--- config.mk ---
export PLATFORM = sky130hd
export DESIGN_NAME = shield_step_ctrl
export DESIGN_NICKNAME = d
export VERILOG_FILES = /design/src/rtl/shield_step_ctrl.sv
export SDC_FILE = /design/constraint.sdc
export NUM_CORES = 1
export LEC_CHECK = 0
export ABC_AREA = 1
export CAP_MARGIN = 25
export CORE_ASPECT_RATIO = 0.7
export CORE_MARGIN = 5
export CORE_UTILIZATION = 45
export CTS_CLUSTER_SIZE = 30
export DETAILED_ROUTE_END_ITERATION = 12
export PLACE_DENSITY = 0.68
export SLEW_MARGIN = 20
export SYNTH_ARGS = -nofsm -noshare
export SYNTH_HDL_FRONTEND = slang
export SYNTH_SLANG_ARGS = --single-unit
--- constraint.sdc ---
create_clock -name clock -period 4.1 [get_ports clock]
set_input_delay 0.82 -clock clock [delete_from_list [all_inputs] [get_ports clock]]
set_output_delay 0.82 -clock clock [all_outputs]
set_load 0.01 [all_outputs]
--- src/rtl/shield_step_ctrl.sv ---
// Per-step sequencer between the learning agent and the 3-bit action shield:
// collects (or defaults) one action per tick, strobes the shield once, forwards the corrected action.
module shield_step_ctrl #(
    parameter int          TIMEOUT     = 16,
    parameter logic [2:0]  DEFAULT_ACT = 3'b000,
    parameter int          CNT_W       = 16
) (
    input  logic             clock,
    input  logic             reset_n,
    input  logic             tick,
    input  logic             act_valid,
    output logic             act_ready,
    input  logic [2:0]       act,
    output logic [2:0]       sh_act,
    input  logic [2:0]       sh_safe,
    output logic             sh_step,
    output logic             out_valid,
    input  logic             out_ready,
    output logic [2:0]       out_act,
    output logic             out_override,
    output logic             out_timeout,
    output logic [CNT_W-1:0] ovr_count,
    output logic [CNT_W-1:0] to_count,
    output logic             overrun,
    input  logic             clr_counts
);

    localparam int            TW     = (TIMEOUT > 2) ? $clog2(TIMEOUT) : 1;
    localparam logic [TW-1:0] T_LAST = TW'(TIMEOUT - 1);

    typedef enum logic [1:0] {IDLE, WAIT_ACT, APPLY, OUTPUT} state_t;

    state_t            state_reg, state_next;
    logic [TW-1:0]     timer_reg;
    logic [2:0]        act_q_reg;
    logic              to_q_reg;
    logic [2:0]        out_act_reg;
    logic              out_override_reg;
    logic              out_timeout_reg;
    logic [CNT_W-1:0]  ovr_count_reg;
    logic [CNT_W-1:0]  to_count_reg;
    logic              overrun_reg;
    logic              override_now;
    logic              timer_expired;

    assign timer_expired = (timer_reg == T_LAST);
    assign override_now  = (sh_safe != act_q_reg);

    always_ff @(posedge clock or negedge reset_n) begin
        if (!reset_n) begin
            state_reg <= IDLE;
        end else begin
            state_reg <= state_next;
        end
    end

    always_comb begin
        state_next = state_reg;
        case (state_reg)
            IDLE:     if (tick) state_next = WAIT_ACT;
            WAIT_ACT: if (act_valid || timer_expired) state_next = APPLY;
            APPLY:    state_next = OUTPUT;
            OUTPUT:   if (out_ready) state_next = IDLE;
            default:  state_next = IDLE;
        endcase
    end

    // Handshake and strobe outputs decode straight from the state register so
    // an asynchronous reset drops them without waiting for a clock edge.
    assign act_ready    = (state_reg == WAIT_ACT);
    assign sh_step      = (state_reg == APPLY);
    assign out_valid    = (state_reg == OUTPUT);
    assign sh_act       = act_q_reg;
    assign out_act      = out_act_reg;
    assign out_override = out_override_reg;
    assign out_timeout  = out_timeout_reg;
    assign ovr_count    = ovr_count_reg;
    assign to_count     = to_count_reg;
    assign overrun      = overrun_reg;

    always_ff @(posedge clock or negedge reset_n) begin
        if (!reset_n) begin
            timer_reg        <= '0;
            act_q_reg        <= DEFAULT_ACT;
            to_q_reg         <= 1'b0;
            out_act_reg      <= 3'b000;
            out_override_reg <= 1'b0;
            out_timeout_reg  <= 1'b0;
        end else begin
            case (state_reg)
                IDLE: begin
                    if (tick) timer_reg <= '0;
                end
                WAIT_ACT: begin
                    timer_reg <= timer_reg + 1'b1;
                    // An agent action in the final wait cycle beats the timeout.
                    if (act_valid) begin
                        act_q_reg <= act;
                        to_q_reg  <= 1'b0;
                    end else if (timer_expired) begin
                        act_q_reg <= DEFAULT_ACT;
                        to_q_reg  <= 1'b1;
                    end
                end
                APPLY: begin
                    out_act_reg      <= sh_safe;
                    out_override_reg <= override_now;
                    out_timeout_reg  <= to_q_reg;
                end
                default: ;
            endcase
        end
    end

    always_ff @(posedge clock or negedge reset_n) begin
        if (!reset_n) begin
            ovr_count_reg <= '0;
            to_count_reg  <= '0;
            overrun_reg   <= 1'b0;
        end else if (clr_counts) begin
            ovr_count_reg <= '0;
            to_count_reg  <= '0;
            overrun_reg   <= 1'b0;
        end else begin
            if (state_reg == APPLY) begin
                if (override_now && (ovr_count_reg != '1)) ovr_count_reg <= ovr_count_reg + 1'b1;
                if (to_q_reg && (to_count_reg != '1))      to_count_reg  <= to_count_reg + 1'b1;
            end
            if (tick && (state_reg != IDLE)) overrun_reg <= 1'b1;
        end
    end

endmodule

; ---- After elaboration in Yosys (flattened, before gate mapping)
; Cells that the tools add are included.
[op_classes]
muxes = 18
n_addsub = 3
eq_ne = 10
n_reduce_logical = 17
[ops]
columns = operator, n
row1 = 16-bit two-way mux, 6
row2 = 16-bit by 1-bit adder with 16-bit output (second input constant), 2
row3 = 16-bit != test (second input constant), 2
row4 = 2-bit nonzero test, 7
row5 = 2-bit one-hot mux with 4 select lines, 1
row6 = 4-bit one-hot mux with 2 select lines, 1
row7 = 2-bit AND reduction, 4
row8 = 2-bit two-way mux, 3
row9 = 3-bit two-way mux, 2
row10 = 4-bit by 1-bit adder with 4-bit output (second input constant), 1
row11 = 2-bit == test (second input constant), 2
row12 = 4-bit == test (second input constant), 1
row13 = 1-bit two-way mux, 4
row14 = 4-bit two-way mux, 1
row15 = 2-bit by 1-bit != test with 1-bit output (second input constant), 2
row16 = 1-bit logical AND, 3
row17 = 3-bit != test, 1
row18 = 3-bit AND reduction, 1
row19 = 2-bit by 1-bit == test with 1-bit output (second input constant), 1
row20 = 2-bit zero test, 1
row21 = 2-bit != test (second input constant), 1
row22 = 1-bit logical OR, 1
[totals]
elab_cells = 58
regBits = 48

; ---- Depth between registers and ports, before layout
; Gate-level depths: netlist (run 1).
[depth]
ltp_word = 5
ltp_mapped = 10
ltp_nobuf = 10

; ---- Worst setup path after synthesis (run 1)
; No wires, ideal clock.
[synth_path]
path_kind = input port to flip-flop
startpoint = input tick
endpoint = register timer_reg[2]
arrival_ps = 1629
cell_stages = 6
setup_time_ps = 86
required_ps = 4014
n_path_buf = 0
path_slack_ps = 2385
path_cell_list = or2_2 > o21ai_0 > inv_1 > nand2_1 > nor2_1 > nor3_1
[synth_via]
elab_chain_len = 2
[synth_rtl]
columns = element, line_no
row1 = "start, declared", 10  ; input logic tick,
row2 = 2-bit != test (no source line), -
row3 = 2-bit AND reduction (no source line), -
row4 = "end signal, assigned", 95  ; timer_reg <= timer_reg + 1'b1;
row5 = "end, declared", 34  ; logic [TW-1:0] timer_reg;
; Every way passes these cells.
; A chain may end at the register's enable or synchronous reset.

; ---- Final worst setup path (run 1)
[layout_path]
startpoint = register state_reg[1]
endpoint = output act_ready
[layout_via]
elab_chain_len = 1
[layout_rtl]
columns = element, line_no
row1 = "start, declared", 33  ; state_t state_reg, state_next;
row2 = "start signal, assigned", 53  ; state_reg <= state_next;
row3 = 2-bit by 1-bit == test with 1-bit output, 70  ; assign act_ready = (state_reg == WAIT_ACT);
row4 = "end, declared", 12  ; output logic act_ready,
; Every way passes these cells.

==> results.cfg, run 1 <==
[outcome]
status = finished, final reports clean

[setup_path]
r2r_start = ovr_count[1]
crit_slowest_cell = clkdlybuf4s50_1
crit_end = act_ready
path_delay_family = buffers and inverters
r2r_end = ovr_count[13]
worst-path-buf-inv = 2
critPathMaxStageDelay_ns = 0.59
r2r_slack_ns = 2.09
cp_data_required_time_ns = 3.28
reg2reg_depth = 8
crit_type = reg -> out
start_kind = flop
cp_num_cells = 3
worstSetupStartpoint = state_reg[1]
cp_cell_sequence = inv_1, ha_1, clkdlybuf4s50_1
cp.arrival_ns = 1.71
cp_max_fo = 8
endpoint_kind = output pin

[synth]
ys_top_cells_by_count = nand2_1 (137), nand3_1 (52), nor2_1 (49)
synth_fa_ha_area_share_pct = 3.01
synth_top_family_by_area = simple AND/OR/NAND/NOR gates
yosysSeqAreaShare_pct = 41.3
syn_avg_cell_area_um2 = 7.17
ys_ff_latch = 48
syn_nets = 424
synth-simple-area-share_pct = 39.8
yosysWarnings = 0
synth_compound_area_share_pct = 5.81
synth.most_common_cell = nand2_1
yosys.area.top_type_share_pct = 41.3
yosys-top-cells-area = dfrtp_1 (41%), nand2_1 (18%), nand3_1 (9.0%)
synth_area_leader_cell = dfrtp_1
synthXorXnorAreaFrac_pct = 3.62
synth_mux_area_share_pct = 0
syn_area_um2 = 2910
synth_cell_types = 27
synth_ff_type = dfrtp_1
syn_inst = 405
synth_enable_flop_cells = 0
ys_async_sr_fraction_pct = 100

[die]
die_y_um = 77.2
core_um2 = 6250
ios = 56
dieArea_um2 = 8190
initial_utilization_pct = 46.5
row_count = 24
die_x_um = 106

[final_layout]
fill_cells = 592
instances_no_fill = 540
design_area_um2 = 3600
fin_nets = 480
multi_input_area_um2 = 1520
layout-drive-gt1-share_pct = 5.19
diodes = 0
area_growth_pct = 24.1
register_area_um2 = 1200

[power_and_ir_drop]
seq_power_share_pct = 42.1
p_switching_mw = 0.561
p_leak_nw = 1.66
p_per_area_nw_per_um2 = 407
clkPwrFrac_pct = 19.7
combPwrFrac_pct = 38.2
switching_share_pct = 38.2
total_power_mw = 1.47
ir_drop_mv = 0.161
p_int_mw = 0.908

[clocking]
cts_hold_buffers = 0
post_cts_resized = 0
ctsLongestPathBuffers = 2
numCtsBuffers = 5
cts_sinks = 48
root_buffer = clkbuf_8
post-cts-setup-buffers = 0
htree_levels = 2
insertion_delay_ns = 0.31
clk_pin_slew_ns = 0.10
cts_tree = done

[placement]
io_buffers = 55
dp_cells = 532
dp_hpwl_um = 5310
place_congestion = 0.897
placed_cell_area_um2 = 3510

[drt]
dr_total_vias = 2734
drt_iter0_drc = 213
wl_per_cell_um = 13.2
routed_via_density = 5.06
drc = 0
ant_nets = 0
firstDrtPassIters = 4
drt-total-wl_um = 7120

[timing]
hold_viol = 0
min_period_ns = 2.53
clock_skew_ns = 0.00901
setup_viol = 0
hold_ws_ns = 0.480
slew_headroom_pct = 57.6
post-route-period-util_pct = 61.7
timing.fmax_mhz = 395
worst_pin_slew_ns = 0.635
rsz0062_at_grt = false
tns_ns = 0
slew_violations = 0

[min_path]
hold_class = reg -> reg

[global_routing]
grt_pass1_vias = 2479
gr-total-overflow = 0
grt_usage_pct = 17.7
antenna_found_initial = 0
grt_pass1_wl_um = 12000
grt_max_degree = 49

[run]
drv_cap = 0
how the worst min path moves through the flow:
stage | startpoint | end | slack [ns] | cells past startpoint
2_1_floorplan | to_q_reg | to_q_reg | 0.47 | 2
3_3_place_gp | out_act[2] | out_act[2] | 0.46 | 2
3_5_place_dp | out_act[2] | out_act[2] | 0.46 | 2
4_1_cts | out_act[2] | out_act[2] | 0.48 | 2
5_1_grt | out_act[0] | out_act[0] | 0.51 | 2
6_report | out_act[2] | out_act[2] | 0.48 | 2
layout make-up:
cell class	count	share of cell area (%)
Inverter	36	3.75
Multi-Input combinational cell	313	42.1
Tap cell	78	2.71
Timing Repair Buffer	57	15.6
Clock buffer	5	1.91
Sequential cell	48	33.3
Clock inverter	3	0.659
cells by family after synthesis:
group                      after synthesis
and+or+nand+nor                        264
adders and majority gates                7
xor gates and xnor gates                12
buffers and inverters                   44
AOI/OAI and AO/OA                       30
DFF                                     48
power groups by stage:
stage	logic [mW]	clock network [mW]	registers [mW]
after floorplan	0.322	0	0.644
after global placement	0.557	0	0.626
after detailed placement	0.566	0	0.628
after CTS	0.568	0.301	0.619
after global routing	0.634	0.320	0.632
final	0.561	0.289	0.619
per-layer routing:
layer	track usage (%)	part of all wire (%)	vias to the layer above
li1	-	-	1402
met1	27.0	53	1241
met2	25.4	39	81
met3	4.53	6.9	10
met4	2.98	0.63	0
met5	0	0	-
worst reg2reg max path: cells and delay by family (launching register included):
family        cells  cell delay (ns)
fa+ha+maj         1             0.21
simple gates      7             1.28
flops             1             0.42
stage by stage:
stage | setup WS, ns | util (%)
finish | 1.57 | 57.7
global route | 1.46 | 57.7
CTS | 1.55 | 57.7
detailed placement | 1.30 | 56.2
global placement | 1.35 | 56.2
floorplan | 2.39 | -
cell usage in the layout (no fill, tap or decap), types with 6 or more instances in the layout:
cell type	count
clkdlybuf4s50_1	54
dfrtp_1	48
ha_1	7
inv_1	35
nand2_1	137
nand3_1	52
nand4_1	7
nor2_1	49
o21ai_0	11
o21ai_1	7
o21bai_1	6
xor2_1	11
Power figures use the tool's default switching activity.
==> run 2: changes to the inputs <==
--- a/config.mk
+++ b/config.mk
@@ -12,7 +12,7 @@
 export CORE_UTILIZATION = 45
 export CTS_CLUSTER_SIZE = 30
 export DETAILED_ROUTE_END_ITERATION = 12
-export PLACE_DENSITY = 0.68
+export PLACE_DENSITY = 0.71
 export SLEW_MARGIN = 20
 export SYNTH_ARGS = -nofsm -noshare
 export SYNTH_HDL_FRONTEND = slang
==> constraint.sdc (replaced) <==
create_clock -name clock -period 2.3 [get_ports clock]
set_input_delay 0.46 -clock clock [delete_from_list [all_inputs] [get_ports clock]]
set_output_delay 0.46 -clock clock [all_outputs]
set_load 0.01 [all_outputs]
==> run 2 against run 1 <==
  * Clock power rose by 120%
  * Combinational power rose by 87%
  * First-iteration DRC count shrank 25%
  * Power up 91%
  * Routed wire length rose by 3.6%
  * Non-clock buffer count increased by 5
  * Cell count is 0.93% higher
  * Largest power group unchanged
==> results.cfg, run 2 (synthesis gave the netlist of run 1 again) <==
[timing]
clock_skew_ns = 0.0145
min_period_ns = 2.17
slew_headroom_pct = 65.5
rsz0062_at_grt = false
setup_viol = 0
hold_viol = 0
post-route-period-util_pct = 94.3
slew_violations = 0
tns_ns = 0
setup_ws_ns = 0.131
worst_pin_slew_ns = 0.518
timing.fmax_mhz = 461

[power_and_ir_drop]
p_leak_nw = 1.71
clkPwrFrac_pct = 23.2
ir_drop_mv = 0.295
p_int_mw = 1.80
p_per_area_nw_per_um2 = 762
combPwrFrac_pct = 37.5
switching_share_pct = 36.0
seq_power_share_pct = 39.3
p_switching_mw = 1.01

[setup_path]
r2r_slack_ns = 0.39
start_kind = flop
reg2reg_depth = 8
critPathMaxStageDelay_ns = 0.59
endpoint_kind = output pin
cp.arrival_ns = 1.71
cp_cell_sequence = inv_1, ha_1, clkdlybuf4s50_1
crit_type = reg -> out
cp_max_fo = 8
crit_slowest_cell = clkdlybuf4s50_1
cp_data_required_time_ns = 1.84

[drt]
dr_total_vias = 2765
ant_nets = 0
drc = 0
routed_via_density = 5.07
firstDrtPassIters = 5
drt-total-wl_um = 7380
wl_per_cell_um = 13.5
drt_iter0_drc = 160

[min_path]
hold_class = in -> async

[die]
dieArea_um2 = 8190
core_um2 = 6250
row_count = 24
ios = 56
die_y_um = 77.2
initial_utilization_pct = 46.5
die_x_um = 106

[global_routing]
grt_pass1_wl_um = 12400
antenna_found_initial = 0
grt_max_degree = 30
gr-total-overflow = 0
grt_usage_pct = 18.6
grt_pass1_vias = 2553

[placement]
pre_cts_slack_ns = 0.301
dp_cells = 537
io_buffers = 55
place_congestion = 0.894
placed_cell_area_um2 = 3560
dp_hpwl_um = 5430

[final_layout]
final_common_cell = nand2_1
instances_no_fill = 545
fin_nets = 485
diodes = 0
area_growth_pct = 26.8
layout-drive-gt1-share_pct = 6.21
design_area_um2 = 3680
layout_common_cells = nand2_1 (137), clkdlybuf4s50_1 (54), nand3_1 (52)
fin_util_pct = 59.0

[clocking]
clk_pin_slew_ns = 0.10
insertion_delay_ns = 0.31
htree_levels = 2
cts_sinks = 48
ctsLongestPathBuffers = 2
post_cts_resized = 0
root_buffer = clkbuf_8
numCtsBuffers = 5
post-cts-setup-buffers = 0
cts_tree = done
cts_hold_buffers = 0

[outcome]
status = finished, final reports clean

[run]
drv_cap = 0
## run 2: metrics by stage
step	power [mW]	hold slack (ns)
6_report	2.81	0.127
5_1_grt	3.00	0.147
4_1_cts	2.83	0.131
3_5_place_dp	2.17	0.458
3_3_place_gp	2.15	0.455
2_1_floorplan	1.72	0.164
## run 2: path summary, 6_finish.rpt
kind,startpoint,end
setup / recovery,state_reg[1],act_ready
max in group asynchronous,reset_n,out_timeout
setup reg to reg,ovr_count[1],ovr_count[11]
hold reg to reg,out_act[2],out_act[2]
min in group clock,out_act[2],out_act[2]
hold / removal,reset_n,ovr_count[4]
## run 2: area by class of cell
type	count	area, um2
clock inverter	2	38.8
tap	78	97.6
sequential	48	1200
clock buffer	6	82.6
multi-input combinational	313	1520
inverter	36	135
fill	581	2560
timing repair buffer	62	611
## run 2: per-layer routing
metal | vias up | GRT usage [%] | share of wire [%]
met2 | 94 | 27.0 | 42
li1 | 1411 | - | -
met3 | 5 | 4.53 | 7.2
met4 | 0 | 3.75 | 0.61
met1 | 1255 | 28.1 | 50
met5 | - | 0 | 0
## run 2: power groups by stage
stage	Clock (mW)	Sequential (mW)	Combinational [mW]
2_1_floorplan	0	1.15	0.575
6_report	0.650	1.10	1.05
3_5_place_dp	0	1.12	1.05
4_1_cts	0.671	1.10	1.06
3_3_place_gp	0	1.11	1.04
5_1_grt	0.699	1.12	1.18
## run 2: critical path, delay by kind of cell, from the launching register on
family	cells	cell delay, ns
adders and majority gates	1	0.29
buffers and inverters	2	0.68
DFF	1	0.43
==> run 3: changes to the inputs <==
--- a/config.mk
+++ b/config.mk
@@ -6,7 +6,7 @@
 export NUM_CORES = 1
 export LEC_CHECK = 0
 export ABC_AREA = 1
-export CAP_MARGIN = 25
+export CAP_MARGIN = 20
 export CORE_ASPECT_RATIO = 0.7
 export CORE_MARGIN = 5
 export CORE_UTILIZATION = 45
==> results of run 3 <==
The final DEF is identical to that of run 2; final timing and power are the same.
